$ cat src/rtl/arith_operand_sequencer.sv
// arith_operand_sequencer: push-button driven operand entry for the 8-bit
// add/subtract datapath. One switch bank is shared by both operands; each
// debounced press captures the next field. operands = {B, A}; the datapath
// consumes operands and sub combinationally.
//
// Optional build macro: ARITH_SEQ_CHAIN_EN
//   Adds result_in / btn_chain so that, from SHOW, the current sum can be
//   loaded back into A and a new B entered (chained operations).
//
// state   | meaning
// --------+-------------------------------------------------------------
// LOAD_A  | 2'b00 waiting for enter press to capture A from sw_in
// LOAD_B  | 2'b01 waiting for enter press to capture B and sub
// SHOW    | 2'b10 operation committed, valid high
// (2'b11) | illegal, recovers to LOAD_A on the next edge

// Synchronizer + debouncer + rising-edge pulse for one raw button.
module arith_seq_debounce #(
   parameter int DEBOUNCE_CYCLES = 1000000,
   parameter int CNT_W           = $clog2(DEBOUNCE_CYCLES + 1)
) (
   input  logic clk,
   input  logic rst_n,
   input  logic btn_raw,
   output logic press
);

   logic             sync1;
   logic             sync2;
   logic             lvl;
   logic             lvl_prev;
   logic [CNT_W-1:0] cnt;

   // Two-flop synchronizer for the asynchronous button.
   always_ff @(posedge clk or negedge rst_n) begin
      if (!rst_n) begin
         sync1 <= 1'b0;
         sync2 <= 1'b0;
      end else begin
         sync1 <= btn_raw;
         sync2 <= sync1;
      end
   end

   // Level toggles only after DEBOUNCE_CYCLES consecutive disagreeing samples.
   always_ff @(posedge clk or negedge rst_n) begin
      if (!rst_n) begin
         cnt <= '0;
         lvl <= 1'b0;
      end else if (sync2 == lvl) begin
         cnt <= '0;
      end else if (cnt == CNT_W'(DEBOUNCE_CYCLES - 1)) begin
         lvl <= ~lvl;
         cnt <= '0;
      end else begin
         cnt <= cnt + CNT_W'(1);
      end
   end

   // Edge-detect history resets high so a rising edge is only recognised
   // once the debounced level has been observed low after reset.
   always_ff @(posedge clk or negedge rst_n) begin
      if (!rst_n) begin
         lvl_prev <= 1'b1;
      end else begin
         lvl_prev <= lvl;
      end
   end

   assign press = lvl & ~lvl_prev;

endmodule

module arith_operand_sequencer #(
   parameter int DEBOUNCE_CYCLES = 1000000,
   parameter int CNT_W           = $clog2(DEBOUNCE_CYCLES + 1)
) (
   input  logic        clk,
   input  logic        rst_n,
   input  logic [7:0]  sw_in,
   input  logic        sub_in,
   input  logic        btn_enter,
`ifdef ARITH_SEQ_CHAIN_EN
   input  logic [7:0]  result_in,
   input  logic        btn_chain,
`endif
   output logic [15:0] operands,
   output logic        sub,
   output logic        valid,
   output logic [1:0]  phase
);

   localparam logic [1:0] LOAD_A = 2'b00;
   localparam logic [1:0] LOAD_B = 2'b01;
   localparam logic [1:0] SHOW   = 2'b10;

   logic [1:0] state;
   logic [1:0] state_nxt;
   logic       press_enter;
   logic       press_chain;
   logic       sub_sync1;
   logic       sub_sync2;
   logic       cap_a;
   logic       cap_b;
   logic       cap_chain;

   arith_seq_debounce #(
      .DEBOUNCE_CYCLES (DEBOUNCE_CYCLES),
      .CNT_W           (CNT_W)
   ) u_db_enter (
      .clk     (clk),
      .rst_n   (rst_n),
      .btn_raw (btn_enter),
      .press   (press_enter)
   );

`ifdef ARITH_SEQ_CHAIN_EN
   arith_seq_debounce #(
      .DEBOUNCE_CYCLES (DEBOUNCE_CYCLES),
      .CNT_W           (CNT_W)
   ) u_db_chain (
      .clk     (clk),
      .rst_n   (rst_n),
      .btn_raw (btn_chain),
      .press   (press_chain)
   );
`else
   assign press_chain = 1'b0;
`endif

   // Operation switch is a raw board input; synchronize before capture.
   always_ff @(posedge clk or negedge rst_n) begin
      if (!rst_n) begin
         sub_sync1 <= 1'b0;
         sub_sync2 <= 1'b0;
      end else begin
         sub_sync1 <= sub_in;
         sub_sync2 <= sub_sync1;
      end
   end

   // State register.
   always_ff @(posedge clk or negedge rst_n) begin
      if (!rst_n) begin
         state <= LOAD_A;
      end else begin
         state <= state_nxt;
      end
   end

   // Next-state logic; enter has priority over chain in SHOW.
   always_comb begin
      state_nxt = state;
      case (state)
         LOAD_A: if (press_enter) state_nxt = LOAD_B;
         LOAD_B: if (press_enter) state_nxt = SHOW;
         SHOW: begin
            if (press_enter)      state_nxt = LOAD_A;
            else if (press_chain) state_nxt = LOAD_B;
         end
         default: state_nxt = LOAD_A;
      endcase
   end

   // Output decode: capture strobes, valid and status phase.
   always_comb begin
      cap_a     = (state == LOAD_A) && press_enter;
      cap_b     = (state == LOAD_B) && press_enter;
      cap_chain = (state == SHOW) && press_chain && !press_enter;
      valid     = (state == SHOW);
      phase     = state;
   end

   // Operand/sub registers change only on capture edges so the downstream
   // combinational result stays glitch-free between captures.
   always_ff @(posedge clk or negedge rst_n) begin
      if (!rst_n) begin
         operands <= 16'h0000;
         sub      <= 1'b0;
      end else begin
         if (cap_a) begin
            operands[7:0] <= sw_in;
         end
`ifdef ARITH_SEQ_CHAIN_EN
         if (cap_chain) begin
            operands[7:0] <= result_in;
         end
`endif
         if (cap_b) begin
            operands[15:8] <= sw_in;
            sub            <= sub_sync2;
         end
      end
   end

`ifndef ARITH_SEQ_CHAIN_EN
   logic unused_chain;
   assign unused_chain = cap_chain;
`endif

endmodule

$ cat config.mk
export PLATFORM = sky130hd
export DESIGN_NAME = arith_operand_sequencer
export DESIGN_NICKNAME = d
export VERILOG_FILES = /design/src/rtl/arith_operand_sequencer.sv
export SDC_FILE = /design/constraint.sdc
export NUM_CORES = 1
export LEC_CHECK = 0
export ABC_AREA = 1
export BUFFER_PORTS_ARGS = -buffer_cell sky130_fd_sc_hd__buf_2
export CAP_MARGIN = 20
export CORE_ASPECT_RATIO = 2
export CORE_UTILIZATION = 36
export CTS_BUF_LIST = sky130_fd_sc_hd__clkbuf_8 sky130_fd_sc_hd__clkbuf_16
export DETAILED_ROUTE_END_ITERATION = 10
export GPL_ROUTABILITY_DRIVEN = 0
export HOLD_SLACK_MARGIN = 0.03
export PLACE_DENSITY_LB_ADDON = 0.1
export SLEW_MARGIN = 10
export SYNTH_ARGS = -nofsm -noshare
export SYNTH_HDL_FRONTEND = slang
export SYNTH_HIERARCHICAL = 1
export SYNTH_SLANG_ARGS = --single-unit
$ cat constraint.sdc
create_clock -name clk -period 1.7 [get_ports clk]
set_clock_uncertainty 0.15 [all_clocks]
set_input_delay 0.51 -clock clk [delete_from_list [all_inputs] [get_ports clk]]
set_output_delay 0.51 -clock clk [all_outputs]
set_load 0.05 [all_outputs]
Word-level counts from Yosys, hierarchy flattened. Cells that the tools add are included.

Register bits after elaboration: 45. Bits of input ports: 12. Output and inout bits: 20. Logic and storage cells: 34.

$add $sub $neg: 1. Eq/ne operators: 7. Muxes and demuxes: 6. Bitwise gates (word level): 4. Reduce and logical (&&, ||, !) cells: 5.

Operators with widths (number): $mux 20 (2); $add 20x1->20 const B (1); $eq 20x20->1 const B (1); $mux 2 (3); $pmux 2 s3 (1); $ne 2x2->1 const B (2); $not 1->1 (3); $reduce_and 3->1 (1); $eq 2x1->1 const B (1); $eq 2x2->1 const B (1); $logic_and 1x1->1 (2); $logic_not 2->1 (1); $ne 2x1->1 const B (1); $reduce_and 2->1 (1); $and 1x1->1 (1); $eq 1x1->1 (1).

Depth between registers and ports, before layout.
Depth in word-level cells: 4. Depth in mapped cells: 9. Depth with buffers taken out: 9.

Cells and area by module. The synthesis kept the hierarchy.

Modules (own cells, without submodules): arith_seq_debounce (times used 1, cells an instance 163, area an instance 1295.0 µm², sequential area each 601.8 µm²); arith_operand_sequencer (times used 1, cells an instance 86, area an instance 830.8 µm², sequential area each 525.5 µm²).

Least setup slack after synthesis. OpenSTA, ideal clock, no wires.

Path kind: reg-to-output. Start: register state[1] (netlist: phase[1]). End: output valid. Arrival time: 1.678 ns. Data required time: 1.040 ns. Slack: -0.638 ns. Stages on the path, launching flop included: 4. Buffers on the path: 1. Cells stage by stage: dfrtp_1 -> inv_1 -> buf_2 -> nor2_1.

Cells in the longest elaborated chain, start to end: 1.

Ends and longest elaborated chain: from (decl) (RTL line 97) `logic [1:0] state;`; from (signal assigned) (RTL line 147) `state <= state_nxt;`; $eq 2x2->1 (RTL line 170) `valid = (state == SHOW);`; to (decl) (RTL line 89) `output logic valid,`.

No other way between the ends.

Final worst setup path.
Start: register state[0] (netlist: phase[0]). End: output valid.

Same word-level chain as after synthesis.

==> metrics.yaml <==
floorplanning:
  num_io_pins: 32
  floorplan.die_area_um2: 6235
  die_h_um: 110.7
  row_count: 39
  die_x_um: 56.34
  core_um2: 5709
  start_util: 0.3723
final_layout:
  antenna_cells: 0
  fin_area_um2: 2614
  multiInputGateArea_um2: 948.4
  fin_nets: 306
  drive_above_1_share: 0.2653
  register_area_um2: 1130
  syn_to_final_growth_pct: 22.95
  stdcell_count: 355
  fillCellCount: 588
placement:
  placed_cells: 344
  dpl-instance-area_um2: 2406
  dp_hpwl_um: 4032
  place_ws_ps: 17.48
  io_buffers: 31
pwr:
  leakage_uw: 0.001154
  max-vdd-ir-drop_mv: 0.7388
  combPwrFrac: 0.033
  p_int_uw: 1638
  power_frac_seq: 0.523
  p_total_uw: 2081
  p_per_area_nw_per_um2: 796.3
  sw_frac_of_total: 0.2133
  p_switching_uw: 443.8
  p_clk_frac: 0.444
yosys:
  synth_xor_area_frac: 0.04473
  synth_compound_area_frac: 0.01883
  synthCells: 249
  synth_warnings: 6
  synth_seq_cells: 45
  ys_seq_area_frac: 0.5303
  synth_cell_types: 26
  syn-cell-area_um2: 2126
  synth_top_family_by_area: "simple AND/OR/NAND/NOR gates"
  yosysTopAreaCell: "dfrtp_1"
  syn-num-nets: 262
  synth_fa_ha_area_frac: 0.005886
  synthSimpleGateAreaFrac: 0.3579
  syn_avg_cell_area_um2: 8.537
  ys_top_cells_by_area: "dfrtp_1 (52%), nand2_1 (11%), nor2_1 (7.4%)"
  yosys.area.top_type_share: 0.5180
  synthMuxAreaShare: 0
sta:
  final.min_clock_period_ps: 1674
  setup_tns_ps: 0
  fin_ws_ps: 25.75
  period_share: 0.9849
  worstMarginPinSlew_ps: 394.6
  setup_viol: 0
  rsz0062_at_grt: "true"
  finalHoldViolCount: 0
  slew_violations: 0
  slew_headroom: 0.7367
  fmax_mhz: 597.3
clocking:
  clock-sinks: 45
  root_buffer: "clkbuf_16"
  h-tree-depth: 2
  tritoncts: "built"
  numCtsBuffers: 5
  clockBufferDepth: 2
  cts.reportedPaths.clkPinSlew_ps: 60
  clk_latency_ps: 290
worst_setup_path:
  r2r_setup_slack_ps: 140
  startpoint: "phase[0]"
  r2r-end: "u_db_enter/cnt[9]"
  crit_arrival_ps: 1010
  worstPathRequired_ps: 1040
  reg2regPathDepth: 6
  r2r_start: "u_db_enter/cnt[0]"
  path_max_fanout: 5
  crit_type: "reg -> out"
  crit_path_end_kind: "primary output"
  crit_path_start_kind: "flip-flop"
  crit_end: "valid"
routing:
  via_count: 1738
  drt_wl_total_um: 5188
  first_pass_iters: 4
  drc: 0
  wire_per_inst_um: 14.61
  first_iter_violations: 49
  ant_nets: 0
  via_per_inst: 4.896
global_routing:
  grt_remaining_overflow: 0
  antenna_found_initial: 0
  grt_start_max_net_pins: 27
  grt_usage: 0.1832
  grt_pass1_wl_um: 8631
  grt_pass1_vias: 1841
status:
  status: "finished, final reports clean"
min_path:
  holdPathStages: 1
  hold_class: "in -> reg"
run:
  timing.max_cap.violations: 0
==> cell type report <==
class / instances / share of cell area
flip-flops and latches: 45 / 0.4323
multi-input cells: 183 / 0.3629
repair buffers: 41 / 0.09861
clock buffers: 5 / 0.04787
well taps: 61 / 0.02920
inverters: 17 / 0.02441
clock inverters: 3 / 0.004787
==> registers in the layout, summed over array words and instances (netlist names) <==
register,flops
sub,1
u_db_enter/sync2,1
u_db_enter/sync1,1
phase,2
u_db_enter/cnt,20
u_db_enter/lvl,1
sub_sync2,1
operands,16
u_db_enter/lvl_prev,1
sub_sync1,1
==> how the worst min path moves through the flow <==
stage / slack (ps) / to / startpoint
finish: 180 / u_db_enter/sync1 / btn_enter
global route: 170 / sub_sync1 / sub_in
CTS: 170 / sub_sync1 / sub_in
detailed placement: 190 / u_db_enter/sync2 / u_db_enter/sync1
global placement: 180 / sub_sync2 / sub_sync1
floorplan: 60 / operands[0] / rst_n
==> routing by layer <==
| metal | wire length (µm) | track usage |
|---|---|---|
| met5 | 0 | 0 |
| met1 | 1886 | 0.1748 |
| met3 | 121 | 0.03267 |
| met4 | 218 | 0.1057 |
| met2 | 2962 | 0.3484 |
==> cells by family after synthesis <==
family	count (synthesis)
and+or+nand+nor	164
DFF	45
buffers and inverters	21
xor gates and xnor gates	10
AOI/OAI and AO/OA	8
adders and majority gates	1
==> power groups by stage <==
| stage | Combinational (µW) | Sequential (µW) | Clock, µW |
|---|---|---|---|
| after floorplan | 18.0 | 1110 | 0 |
| after detailed placement | 68.3 | 1110 | 0 |
| after CTS | 70.6 | 1090 | 961 |
| after global routing | 81.6 | 1090 | 993 |
| after global placement | 67.5 | 1110 | 0 |
| final | 68.7 | 1090 | 925 |
==> synthesized netlist by cell type, drive strengths merged <==
master  instances
or2             1
nor2           53
nor3            3
dfrtp          44
o21ai           5
buf             4
xnor2           2
nand3          22
ha              1
xor2            8
inv            17
dfstp           1
nand3b          1
nand2          69
nand4          13
nor3b           2
a21oi           3
==> metrics by stage <==
step | hold slack, ps | utilization
6_report | 177.6 | 0.4578
4_1_cts | 171.1 | 0.4493
2_1_floorplan | 64.41 | -
3_3_place_gp | 183.1 | 0.4214
3_5_place_dp | 187.2 | 0.4214
5_1_grt | 169.3 | 0.4578
==> worst max-delay path: stages (launching register included) <==
cell	delay, ps
dfrtp_2	450
nor2_4	130
buf_8	150
==> cell usage in the layout, fill, tap and decap left out, drive strengths merged <==
| cell | n |
|---|---|
| clkbuf | 5 |
| dfrtp | 44 |
| ha | 1 |
| nand4 | 13 |
| nand3 | 22 |
| dfstp | 1 |
| dlygate4sd3 | 1 |
| nor3 | 3 |
| buf | 40 |
| or2 | 1 |
| nor3b | 2 |
| xor2 | 8 |
| nand3b | 1 |
| clkinv | 1 |
| nand2 | 69 |
| o21ai | 5 |
| a21oi | 3 |
| inv | 19 |
| nor2 | 53 |
| xnor2 | 2 |
==> repair_timing <==
action,CTS,global route
pin swaps,0,1
gates resized for setup,4,8
setup buffers,0,2
hold buffers,1,0
endpoints found under the hold margin,10,0
setup endpoints to repair,3,13
No activity file was read; power rests on OpenSTA's default activity.
